<file path="src/rtl/hazard_pkg.sv">
// Shared definitions for the pipeline hazard controller.
// Latency: n/a (declarations only).
// Backpressure: n/a.
package hazard_pkg;

    localparam int DEF_AW   = 4;
    localparam int DEF_NSRC = 3;

    // Execute-stage operand mux selects
    localparam logic [1:0] FWD_RF = 2'b00;
    localparam logic [1:0] FWD_W  = 2'b01;
    localparam logic [1:0] FWD_M  = 2'b10;

    typedef enum logic {
        ST_IDLE    = 1'b0,
        ST_MC_BUSY = 1'b1
    } mc_state_t;

endpackage

</file>
<file path="src/rtl/hazard_fwd_sel.sv">
// Forwarding select for one execute-stage source port (M result beats W result).
// Latency: combinational, same cycle.
// Backpressure: none; pure compare logic.
//
// Ports:
//   i_ra, i_rval           execute source address / port actually read
//   i_wa_m, i_regwrite_m   memory-stage destination / write enable
//   i_wa_w, i_regwrite_w   writeback-stage destination / write enable
//   o_fwd                  FWD_RF / FWD_W / FWD_M
module hazard_fwd_sel
    import hazard_pkg::*;
#(
    parameter int AW     = DEF_AW,
    parameter int PC_REG = 15
) (
    input  logic [AW-1:0] i_ra,
    input  logic          i_rval,
    input  logic [AW-1:0] i_wa_m,
    input  logic          i_regwrite_m,
    input  logic [AW-1:0] i_wa_w,
    input  logic          i_regwrite_w,
    output logic [1:0]    o_fwd
);

    localparam logic [AW-1:0] PC_A = AW'(PC_REG);

    logic w_valid;
    logic w_hit_m;
    logic w_hit_w;

    // The PC is produced by the fetch path, never by a pipeline register write
    assign w_valid = i_rval && (i_ra != PC_A);
    assign w_hit_m = w_valid && i_regwrite_m && (i_ra == i_wa_m);
    assign w_hit_w = w_valid && i_regwrite_w && (i_ra == i_wa_w);

    always_comb begin
        o_fwd = FWD_RF;
        if (w_hit_m) begin
            o_fwd = FWD_M;
        end else if (w_hit_w) begin
            o_fwd = FWD_W;
        end
    end

endmodule

</file>
<file path="src/rtl/pipeline_hazard_ctrl.sv">
// Hazard controller for the F/D/E/M/W pipeline: forwarding, load-use stall,
// multi-cycle execute freeze, branch flush and a saturating stall counter.
// Latency: all stall/flush/forward outputs combinational; state and counter registered.
//
// Ports: RA_*/RVal_* source addresses and read flags per stage, WA_*/RegWrite*/
// MemtoReg* destinations, PCSrcE branch, MStartE/MDone multi-cycle handshake,
// ClrCnt counter clear; outputs Stall*/Flush*, ForwardE/ForwardM, MBusy, StallCnt.
module pipeline_hazard_ctrl
    import hazard_pkg::*;
#(
    parameter int AW     = DEF_AW,
    parameter int NSRC   = DEF_NSRC,
    parameter int PC_REG = 15,
    parameter int CNT_W  = 16
) (
    input  logic                 CLK,
    input  logic                 RESETn,
    input  logic [NSRC*AW-1:0]   RA_D,
    input  logic [NSRC-1:0]      RVal_D,
    input  logic [NSRC*AW-1:0]   RA_E,
    input  logic [NSRC-1:0]      RVal_E,
    input  logic [AW-1:0]        WA_E,
    input  logic                 RegWriteE,
    input  logic                 MemtoRegE,
    input  logic                 PCSrcE,
    input  logic                 MStartE,
    input  logic                 MDone,
    input  logic [AW-1:0]        WA_M,
    input  logic                 RegWriteM,
    input  logic [AW-1:0]        RA2_M,
    input  logic                 MemWriteM,
    input  logic [AW-1:0]        WA_W,
    input  logic                 RegWriteW,
    input  logic                 MemtoRegW,
    input  logic                 ClrCnt,
    output logic                 StallF,
    output logic                 StallD,
    output logic                 StallE,
    output logic                 FlushD,
    output logic                 FlushE,
    output logic                 FlushM,
    output logic [2*NSRC-1:0]    ForwardE,
    output logic                 ForwardM,
    output logic                 MBusy,
    output logic [CNT_W-1:0]     StallCnt
);

    localparam logic [AW-1:0] PC_A = AW'(PC_REG);

    mc_state_t        r_state;
    mc_state_t        w_state_n;
    logic             w_mcstall;
    logic             w_ldstall;
    logic [NSRC-1:0]  w_ld_hit;
    logic [CNT_W-1:0] r_cnt;

    // ------------------------------------------------------------------
    // Forwarding selects and load-use detection, one slice per source port
    // ------------------------------------------------------------------
    for (genvar g = 0; g < NSRC; g++) begin : g_port
        logic [1:0] w_fwd;

        hazard_fwd_sel #(
            .AW     (AW),
            .PC_REG (PC_REG)
        ) u_fwd_sel (
            .i_ra         (RA_E[g*AW +: AW]),
            .i_rval       (RVal_E[g]),
            .i_wa_m       (WA_M),
            .i_regwrite_m (RegWriteM),
            .i_wa_w       (WA_W),
            .i_regwrite_w (RegWriteW),
            .o_fwd        (w_fwd)
        );

        assign ForwardE[2*g +: 2] = RESETn ? w_fwd : FWD_RF;

        // A load in E cannot forward to D in time; D must wait one cycle
        assign w_ld_hit[g] = RVal_D[g] && RegWriteE && MemtoRegE &&
                             (RA_D[g*AW +: AW] == WA_E) &&
                             (RA_D[g*AW +: AW] != PC_A);
    end

    assign w_ldstall = |w_ld_hit;

    // Store data arriving from a load one stage ahead
    assign ForwardM = RESETn && MemWriteM && MemtoRegW && RegWriteW &&
                      (RA2_M == WA_W) && (RA2_M != PC_A);

    // ------------------------------------------------------------------
    // Multi-cycle execute handshake
    // ------------------------------------------------------------------
    always_ff @(posedge CLK or negedge RESETn) begin
        if (!RESETn) begin
            r_state <= ST_IDLE;
        end else begin
            r_state <= w_state_n;
        end
    end

    always_comb begin
        w_state_n = r_state;
        w_mcstall = 1'b0;
        case (r_state)
            ST_IDLE: begin
                // A taken branch kills the op in E, so it never starts
                if (MStartE && !PCSrcE) begin
                    w_state_n = ST_MC_BUSY;
                    w_mcstall = 1'b1;
                end
            end
            ST_MC_BUSY: begin
                // MDone cycle releases the freeze; MStartE still high for the
                // finishing op must not restart the unit
                if (MDone) begin
                    w_state_n = ST_IDLE;
                end else begin
                    w_mcstall = 1'b1;
                end
            end
            default: begin
                w_state_n = ST_IDLE;
            end
        endcase
    end

    assign MBusy = (r_state == ST_MC_BUSY);

    // ------------------------------------------------------------------
    // Stall / flush priority: multi-cycle freeze, branch, load-use
    // ------------------------------------------------------------------
    always_comb begin
        StallF = 1'b0;
        StallD = 1'b0;
        StallE = 1'b0;
        FlushD = 1'b0;
        FlushE = 1'b0;
        FlushM = 1'b0;
        if (!RESETn) begin
            StallF = 1'b0;
        end else if (w_mcstall) begin
            StallF = 1'b1;
            StallD = 1'b1;
            StallE = 1'b1;
            FlushM = 1'b1;
        end else if (PCSrcE) begin
            FlushD = 1'b1;
            FlushE = 1'b1;
        end else if (w_ldstall) begin
            StallF = 1'b1;
            StallD = 1'b1;
            FlushE = 1'b1;
        end
    end

    // ------------------------------------------------------------------
    // Saturating stall-cycle counter
    // ------------------------------------------------------------------
    always_ff @(posedge CLK or negedge RESETn) begin
        if (!RESETn) begin
            r_cnt <= '0;
        end else if (ClrCnt) begin
            r_cnt <= '0;
        end else if (StallF && (r_cnt != {CNT_W{1'b1}})) begin
            r_cnt <= r_cnt + 1'b1;
        end
    end

    assign StallCnt = r_cnt;

endmodule

</file>
<file path="config.mk">
export PLATFORM = sky130hd
export DESIGN_NAME = pipeline_hazard_ctrl
export DESIGN_NICKNAME = d
export VERILOG_FILES = /design/src/rtl/hazard_pkg.sv /design/src/rtl/hazard_fwd_sel.sv /design/src/rtl/pipeline_hazard_ctrl.sv
export SDC_FILE = /design/constraint.sdc
export NUM_CORES = 1
export LEC_CHECK = 0
export CORE_ASPECT_RATIO = 0.7
export CORE_MARGIN = 2
export CORE_UTILIZATION = 40
export CTS_BUF_LIST = sky130_fd_sc_hd__clkbuf_4
export CTS_CLUSTER_DIAMETER = 80
export DETAILED_ROUTE_END_ITERATION = 10
export PLACE_DENSITY = 0.89
export SYNTH_ARGS = -nofsm -noshare
export SYNTH_HDL_FRONTEND = slang
export SYNTH_SLANG_ARGS = --single-unit
</file>
<file path="constraint.sdc">
create_clock -name CLK -period 3.9 [get_ports CLK]
set_clock_uncertainty 0.2 [all_clocks]
set_input_delay 1.17 -clock CLK [delete_from_list [all_inputs] [get_ports CLK]]
set_output_delay 1.17 -clock CLK [all_outputs]
set_load 0.01 [all_outputs]
</file>
* Yosys cells after proc, flatten, opt, wreduce, memory -nomap -nowiden
Index checks and enable logic that the tools add are counted.
** Storage, ports and cells
- Flip-flop bits (word level) :: 17
- Latch bits :: 0
- Memory bits (writable) :: 0
- Memory bits (read-only) :: 0
- Input port bits :: 58
- Logic and storage cells :: 85
- Memories kept :: 0
** Operators by class
- $add $sub $neg :: 1
- Multipliers :: 0
- Div/mod/pow operators :: 0
- $lt $le $gt $ge :: 0
- Equality and inequality tests :: 18
- Shift-type cells :: 0
- Muxes and demuxes :: 26
- Bitwise logic cells :: 1
- Reductions and logical operators :: 37
** Operators by type and width (count)
- $eq 4x4->1 :: 10
- $logic_and 1x1->1 :: 34
- $mux 16 :: 2
- $ne 4x4->1 const B :: 7
- $mux 1 :: 17
- $add 16x1->16 const B :: 1
- $ne 16x16->1 const B :: 1
- $mux 2 :: 6
- $reduce_or 3->1 :: 1
- $pmux 1 s2 :: 1
- $reduce_bool 2->1 :: 1
- $logic_not 1->1 :: 1
- $not 1->1 :: 1

* Logic depth before layout (Yosys ltp)
Gate-level depths: netlist of run 1.
- Depth in word-level cells :: 12
- Mapped depth :: 7
- Depth with buffers taken out :: 6

* Modules after synthesis
From an unflattened synthesis of run 1, not the netlist that was laid out.
** Unflattened totals
- Cell total of the unflattened synthesis :: 201
- Area total of the unflattened synthesis :: 1681.6 um2
** Modules (own cells, without submodules)
- pipeline_hazard_ctrl :: times used 1, cells an instance 150, area each 1280.0 um2
- hazard_fwd_sel :: times used 3, cells an instance 17, area each 133.9 um2

* Worst setup path before layout of run 1
No wires, ideal clock.
- Path type :: input port to output port
- Start :: input WA_E[2]
- End :: output StallF
- Arrival time :: 2.331 ns
- Data required time :: 2.530 ns
- Path slack :: 0.199 ns
- Stages on the path :: 6
- Cell sequence :: nand3_1 and3_1 o211a_4 o31ai_4 inv_1 buf_4
** On the way
- Longest elaborated chain between the ends :: 8
** Ends and longest elaborated chain
- start, declared :: RTL line pipeline_hazard_ctrl.sv:22 : input logic [AW-1:0] WA_E,
- $eq 4x4->1 :: RTL line pipeline_hazard_ctrl.sv:80 : (RA_D[g*AW +: AW] == WA_E) &&
- $logic_and 1x1->1 :: RTL line pipeline_hazard_ctrl.sv:79 : assign w_ld_hit[g] = RVal_D[g] && RegWriteE && MemtoRegE &&
- $logic_and 1x1->1 :: RTL line pipeline_hazard_ctrl.sv:80
- $reduce_or 3->1 (*) :: RTL line pipeline_hazard_ctrl.sv:84 : assign w_ldstall = |w_ld_hit;
- $mux 1 (*) (4 in a row)
- end, declared :: RTL line pipeline_hazard_ctrl.sv:36 : output logic StallF,
Mark *: on every way between the ends. The rest lies on a longest branch, timed or not.

* Final worst setup path of run 1
- Start :: input RA_D[0]
- End :: output FlushE
** On the way
- Longest elaborated chain between the ends :: 8
** Ends and longest elaborated chain
- start, declared :: RTL line pipeline_hazard_ctrl.sv:18 : input logic [NSRC*AW-1:0] RA_D,
- $eq 4x4->1 :: RTL line pipeline_hazard_ctrl.sv:80
- $logic_and 1x1->1 :: RTL line pipeline_hazard_ctrl.sv:79
- $logic_and 1x1->1 (*) :: RTL line pipeline_hazard_ctrl.sv:80
- $reduce_or 3->1 (*) :: RTL line pipeline_hazard_ctrl.sv:84
- $mux 1 (*) :: RTL line pipeline_hazard_ctrl.sv:149 : end else if (w_ldstall) begin
- $mux 1 (*) :: RTL line pipeline_hazard_ctrl.sv:146 : end else if (PCSrcE) begin
- $mux 1 (*) :: RTL line pipeline_hazard_ctrl.sv:141 : end else if (w_mcstall) begin
- $mux 1 (*) :: RTL line pipeline_hazard_ctrl.sv:139 : if (!RESETn) begin
- end, declared :: RTL line pipeline_hazard_ctrl.sv:40 : output logic FlushE,
Marks and branches as above.

==> qor.yml, run 1 <==
synth_nets: 262
placed_area_um2: 2780
synth_cell_types: 43
wl_per_cell_um: 17.1
finalWeightedCongestion: 0.925
ys.flop_type: "dfrtp_1"
cts.sinks: 17
cp-endpoint: "FlushE"
start_util_pct: 42.7
most-common-layout-cells: "clkdlybuf4s50_1 (32), buf_4 (31), dlygate4sd2_1 (29)"
required_ps: 2530
top_layer_used: "met4"
io_pins: 88
cts_tree: "built"
vias: 2022
layout_min_cycle_time_ps: 3880
critPathMaxStageDelay_ps: 300
worstPathArrival_ps: 2510
antenna_left: 0
cts_hold_buffers: 0
outcome: "finished clean"
hold_depth: 2
dr_wl_met3_um: 469
crit_family: "compound AO/OA/AOI/OAI gates"
grt_pass1_vias: 1889
antenna_found_initial: 0
grt_max_degree: 19
die_area_um2: 4810
wl_mm: 6.33
drc: 0
synthCells: 203
synth_top_cell_by_area: "dfrtp_1"
via_per_inst: 5.48
end_kind: "output port"
m1WireLength_mm: 2.72
cp.depth: 7
synthTopCellsByArea: "dfrtp_1 (25%), xor2_1 (9.8%), xnor2_1 (8.7%), nand4_1 (4.4%), nor4_1 (4.4%)"
die_h_um: 58.6
clock.fmax_mhz: 258
finalCritPeriodShare_pct: 99.5
synth_warnings: 0
critPathBufInv: 3
ys_ff_latch: 17
hold_path.class: "register to register"
post-route-util_pct: 72.6
maxCapViolCount: 0
first_pass_iters: 4
cp-start-kind: "input pin"
drt-initial-drc-count: 151
r2r_slack_ps: 1560
rr_endpoint: "StallCnt[2]$_DFFE_PN0P_"
ctsHtreeMaxLevel: 1
synthArstFlopShare_pct: 100
root_buffer: "clkbuf_4"
layout.cells.non_filler: 369
cp_max_fo: 2
clk_latency_ps: 300
syn_area_um2: 1700
p_leak_nw: 1.30
design_area_um2: 2900
fin_nets: 377
placed_cells: 358
port-buffer-count: 87
grt_pass1_wl_mm: 9.67
path_clk_slew_ps: 100
antennaDiodeCount: 0
slew_headroom_pct: 56.5
drive_gt1_share_pct: 25.2
final_common_cell: "clkdlybuf4s50_1"
avgSynthCellArea_um2: 8.39
grt_overflow_total: 0
setup_ws_ps: 21.4
track_usage_pct: 26.3
p_per_area_nw_per_um2: 171
ys_seq_area_share_pct: 25.0
reg2reg_depth: 8
fillCellCount: 324
syn_to_final_growth_pct: 70.0
hold_viol: 0
numCtsBuffers: 3
die_width_um: 82.0
synth_edf_count: 0
cts.path.max_buffers: 2
cpMostUsedCell: "buf_6"
dp_slack_ps: -743
synth_top_area_share_pct: 25.0
place_hpwl_mm: 4.82
fp.coreArea_um2: 3990
wl_met2_mm: 3.03
setup_violations: 0
tns_ps: 0
crit_chain: "dlygate4sd2_1, xor2_1, nor4_2, a32o_2, buf_6, o311a_4, buf_6"
final_max_slew_viol_count: 0
crit_path_start: "RA_D[0]"
row_count: 19
r2r_start: "MBusy$_DFF_PN0_"
worst_path_max_delay_cell: "o311a_4"
crit_type: "input pin to output port"
irDropWorstVdd_mv: 0.139
worstMarginPinSlew_ps: 650
## per-layer routing
layer | global-route usage (%) | vias up
met5 | 0 | -
met4 | 5.71 | 0
met3 | 5.37 | 14
met2 | 43.3 | 87
met1 | 35.8 | 951
li1 | - | 970
## sequential cells by signal, indices dropped and copies added, names as in the netlist
| signal | flops |
|---|---|
| MBusy | 1 |
| StallCnt | 16 |
## tightest hold or removal path: cells and delay by family, from the launching register on
family,cells,cell delay (ps)
compound gates,2,140
flops,1,430
## worst min path at each step
stage | from | to | slack (ps)
6_report | StallCnt[14]$_DFFE_PN0P_ | StallCnt[14]$_DFFE_PN0P_ | 410
3_3_place_gp | StallCnt[14]$_DFFE_PN0P_ | StallCnt[14]$_DFFE_PN0P_ | 380
5_1_grt | StallCnt[14]$_DFFE_PN0P_ | StallCnt[14]$_DFFE_PN0P_ | 450
4_1_cts | StallCnt[14]$_DFFE_PN0P_ | StallCnt[14]$_DFFE_PN0P_ | 410
3_5_place_dp | StallCnt[14]$_DFFE_PN0P_ | StallCnt[14]$_DFFE_PN0P_ | 390
2_1_floorplan | StallCnt[14]$_DFFE_PN0P_ | StallCnt[14]$_DFFE_PN0P_ | 400
## area by class of cell
| type | count | area [um2] | share of cell area (%) |
|---|---|---|---|
| well taps | 52 | 65.1 | 2.25 |
| repair buffers | 120 | 1040 | 36.0 |
| clock buffers | 4 | 30.0 | 1.04 |
| multi-input cells | 172 | 1320 | 45.4 |
| flip-flops and latches | 17 | 425 | 14.7 |
| inverters | 4 | 20.0 | 0.691 |
## Yosys cell counts, types with 2 or more instances
master    count
xor2_1       19
dfrtp_1      17
xnor2_1      17
nand2_1      16
nand3_1      14
nand4_1      12
nor4_1       12
nor2_1        9
a21oi_1       7
and2_1        5
clkbuf_1      5
mux2_1        5
nor2b_1       5
and3_1        4
nor3_1        4
o21a_1        4
o31ai_1       4
or3_1         4
or4_1         4
and4_1        3
inv_1         3
nand2b_1      3
o21ai_0       3
o31a_1        3
buf_4         2
o21ai_1       2
## what timing repair did
item | CTS | global route
endpoints found under the setup margin | 13 | 12
buffers inserted | 6 | 1
cloned | 0 | 0
hold endpoints to repair | 0 | 0
resized for setup | 101 | 28
pin swaps | 15 | 15
## cell families (layout without fill, tap and decap cells)
group                      after synthesis  count (layout)  share of synthesized area, %
buffers and inverters                   14             128                          4.70
AOI/OAI and AO/OA                       29              29                          13.1
muxes                                    6               6                          3.89
and+or+nand+nor                        100             100                          34.1
DFF                                     17              17                          25.0
xor gates and xnor gates                36              36                          18.5
adders and majority gates                1               1                         0.734
## per-stage QoR
| step | power [mW] | hold slack [ps] |
|---|---|---|
| finish | 0.495 | 409 |
| global route | 0.516 | 447 |
| CTS | 0.490 | 409 |
| detailed placement | 0.387 | 394 |
| global placement | 0.380 | 385 |
| floorplan | 0.263 | 399 |
## power breakdown
group	leakage, nW	switching [mW]	internal [mW]	total, mW
Combinational	1.04	0.0998	0.108	0.207
Clock	0.0184	0.0592	0.0468	0.106
Sequential	0.236	0.00404	0.178	0.182
Total	1.30	0.163	0.332	0.495
Note: power is estimated with default switching activity, not from simulation.
==> run 2: changes to the inputs <==
- HOLD_SLACK_MARGIN: default -> 0.02
==> results of run 2 <==
No change in the layout: final DEF, timing and power equal those of run 1.
==> patch: new RTL, flow settings as in run 2 <==
Set the parameter `CNT_W` to 24 (it was 16).
--- a/src/rtl/pipeline_hazard_ctrl.sv
+++ b/src/rtl/pipeline_hazard_ctrl.sv
@@ -12,5 +12,5 @@
     parameter int NSRC   = DEF_NSRC,
     parameter int PC_REG = 15,
-    parameter int CNT_W  = 16
+    parameter int CNT_W  = 24
 ) (
     input  logic                 CLK,
Ports: changed (resized StallCnt); port bits go from 88 to 96. The function was not compared with the original's and may differ.
==> patch against run 2 <==
- sequential cell count grew 8
- die area is 23% higher
- worst setup slack gained 0.0039 ns
- area after synthesis increased by 24%
- clock power grew 21%
- power is 21% higher
- design area rose by 23%
- routed wire length increased by 22%
- critical path type unchanged
- largest cell class unchanged
- largest power group is now registers
- highest routed layer unchanged
==> patch: results (changes against run 2) <==
wl_met3_um: 323  # -31%
place_area_um2: 3320  # +20%
dpl.cell_count: 433  # +21%
tightest_slew_ns: 0.527  # -0.122 ns
cts-resized-gates: 70  # -31%
hold_start: "StallCnt[23]"
clk_pin_slew_ns: 0.14  # +0.04 ns
grt_use_met3: 0.0453  # -0.00833
use_met2: 0.451  # +0.0177
syn-num-nets: 309  # +18%
grt_max_degree: 32  # +13
firstDrtPassIters: 5  # +1
max_stage_delay_ns: 0.34  # +0.04 ns
status: "complete, no violations"
grt.total_usage: 0.253  # -0.00935
path_delay_family: "simple AND/OR/NAND/NOR gates"
largest_reg_flops: 24  # +8
r2r-end: "StallCnt[9]"
wl_met2_um: 4050  # +34%
synthCells: 250  # +23%
fin_util: 0.688  # -0.0379
synthTopCellsByArea: "dfrtp_1 30%, xnor2_1 8.7%, xor2_1 8.3%"
viasPerCell: 5.49  # +0.17%
drt-initial-drc-count: 159  # +5.3%
multi_input_area_um2: 1520  # +16%
r2r_slack_ns: 1.01  # -0.55 ns
post-dp-hpwl_um: 5650  # +17%
crit_slowest_cell: "nor4_2"
crit_path_max_fanout: 5  # +3
reg2reg_depth: 7  # -1
multi_input_gates: 205  # +19%
nWellTaps: 72  # +38%
static-leakage-power_nw: 1.57  # +21%
rr_startpoint: "StallCnt[3]"
drive_gt1_frac: 0.266  # +0.0134
postCtsSetupRepairBufs: 10  # +4
clock_area_frac: 0.00844  # -0.00192
grt_pass1_wl_um: 12200  # +26%
grt_pass1_vias: 2522  # +34%
ir_drop_v: 0.000138  # -0.88%
hold_ws_ns: 0.396  # -0.0127 ns
fin_crit_ns: 3.87  # -0.00386 ns
clock_latency_ns: 0.33  # +0.03 ns
yosysSeqAreaShare: 0.295  # +0.0455
wl_met1_um: 3160  # +16%
inverters: 3  # -1
seq-cell-share: 0.176  # +0.0290
seq_cell_count: 25  # +8
==> patch: cell types whose count changed after synthesis, moves of 4 or more <==
cell | before | now
dfrtp_1 | 17 | 25
a21oi_1 | 7 | 11
xnor2_1 | 17 | 21
clkbuf_1 | 5 | 9
o21a_1 | 4 | 0
nor2_1 | 9 | 18
nand3_1 | 14 | 19
and3_1 | 4 | 8
mux2_1 | 5 | 0
==> patch: report_power, final <==
group / switching (mW) / internal [mW] / leakage (nW)
clock: 0.0813 / 0.0471 / 0.0184
combinational: 0.0981 / 0.111 / 1.21
sequential: 0.00197 / 0.261 / 0.348
==> patch: logic make-up after synthesis <==
family,after synthesis,synth area share
buffers and inverters,21,0.0543
muxes,4,0.0207
xor gates and xnor gates,43,0.185
DFF,25,0.295
AOI/OAI and AO/OA,35,0.112
and+or+nand+nor,121,0.327
adders and majority gates,1,0.00590
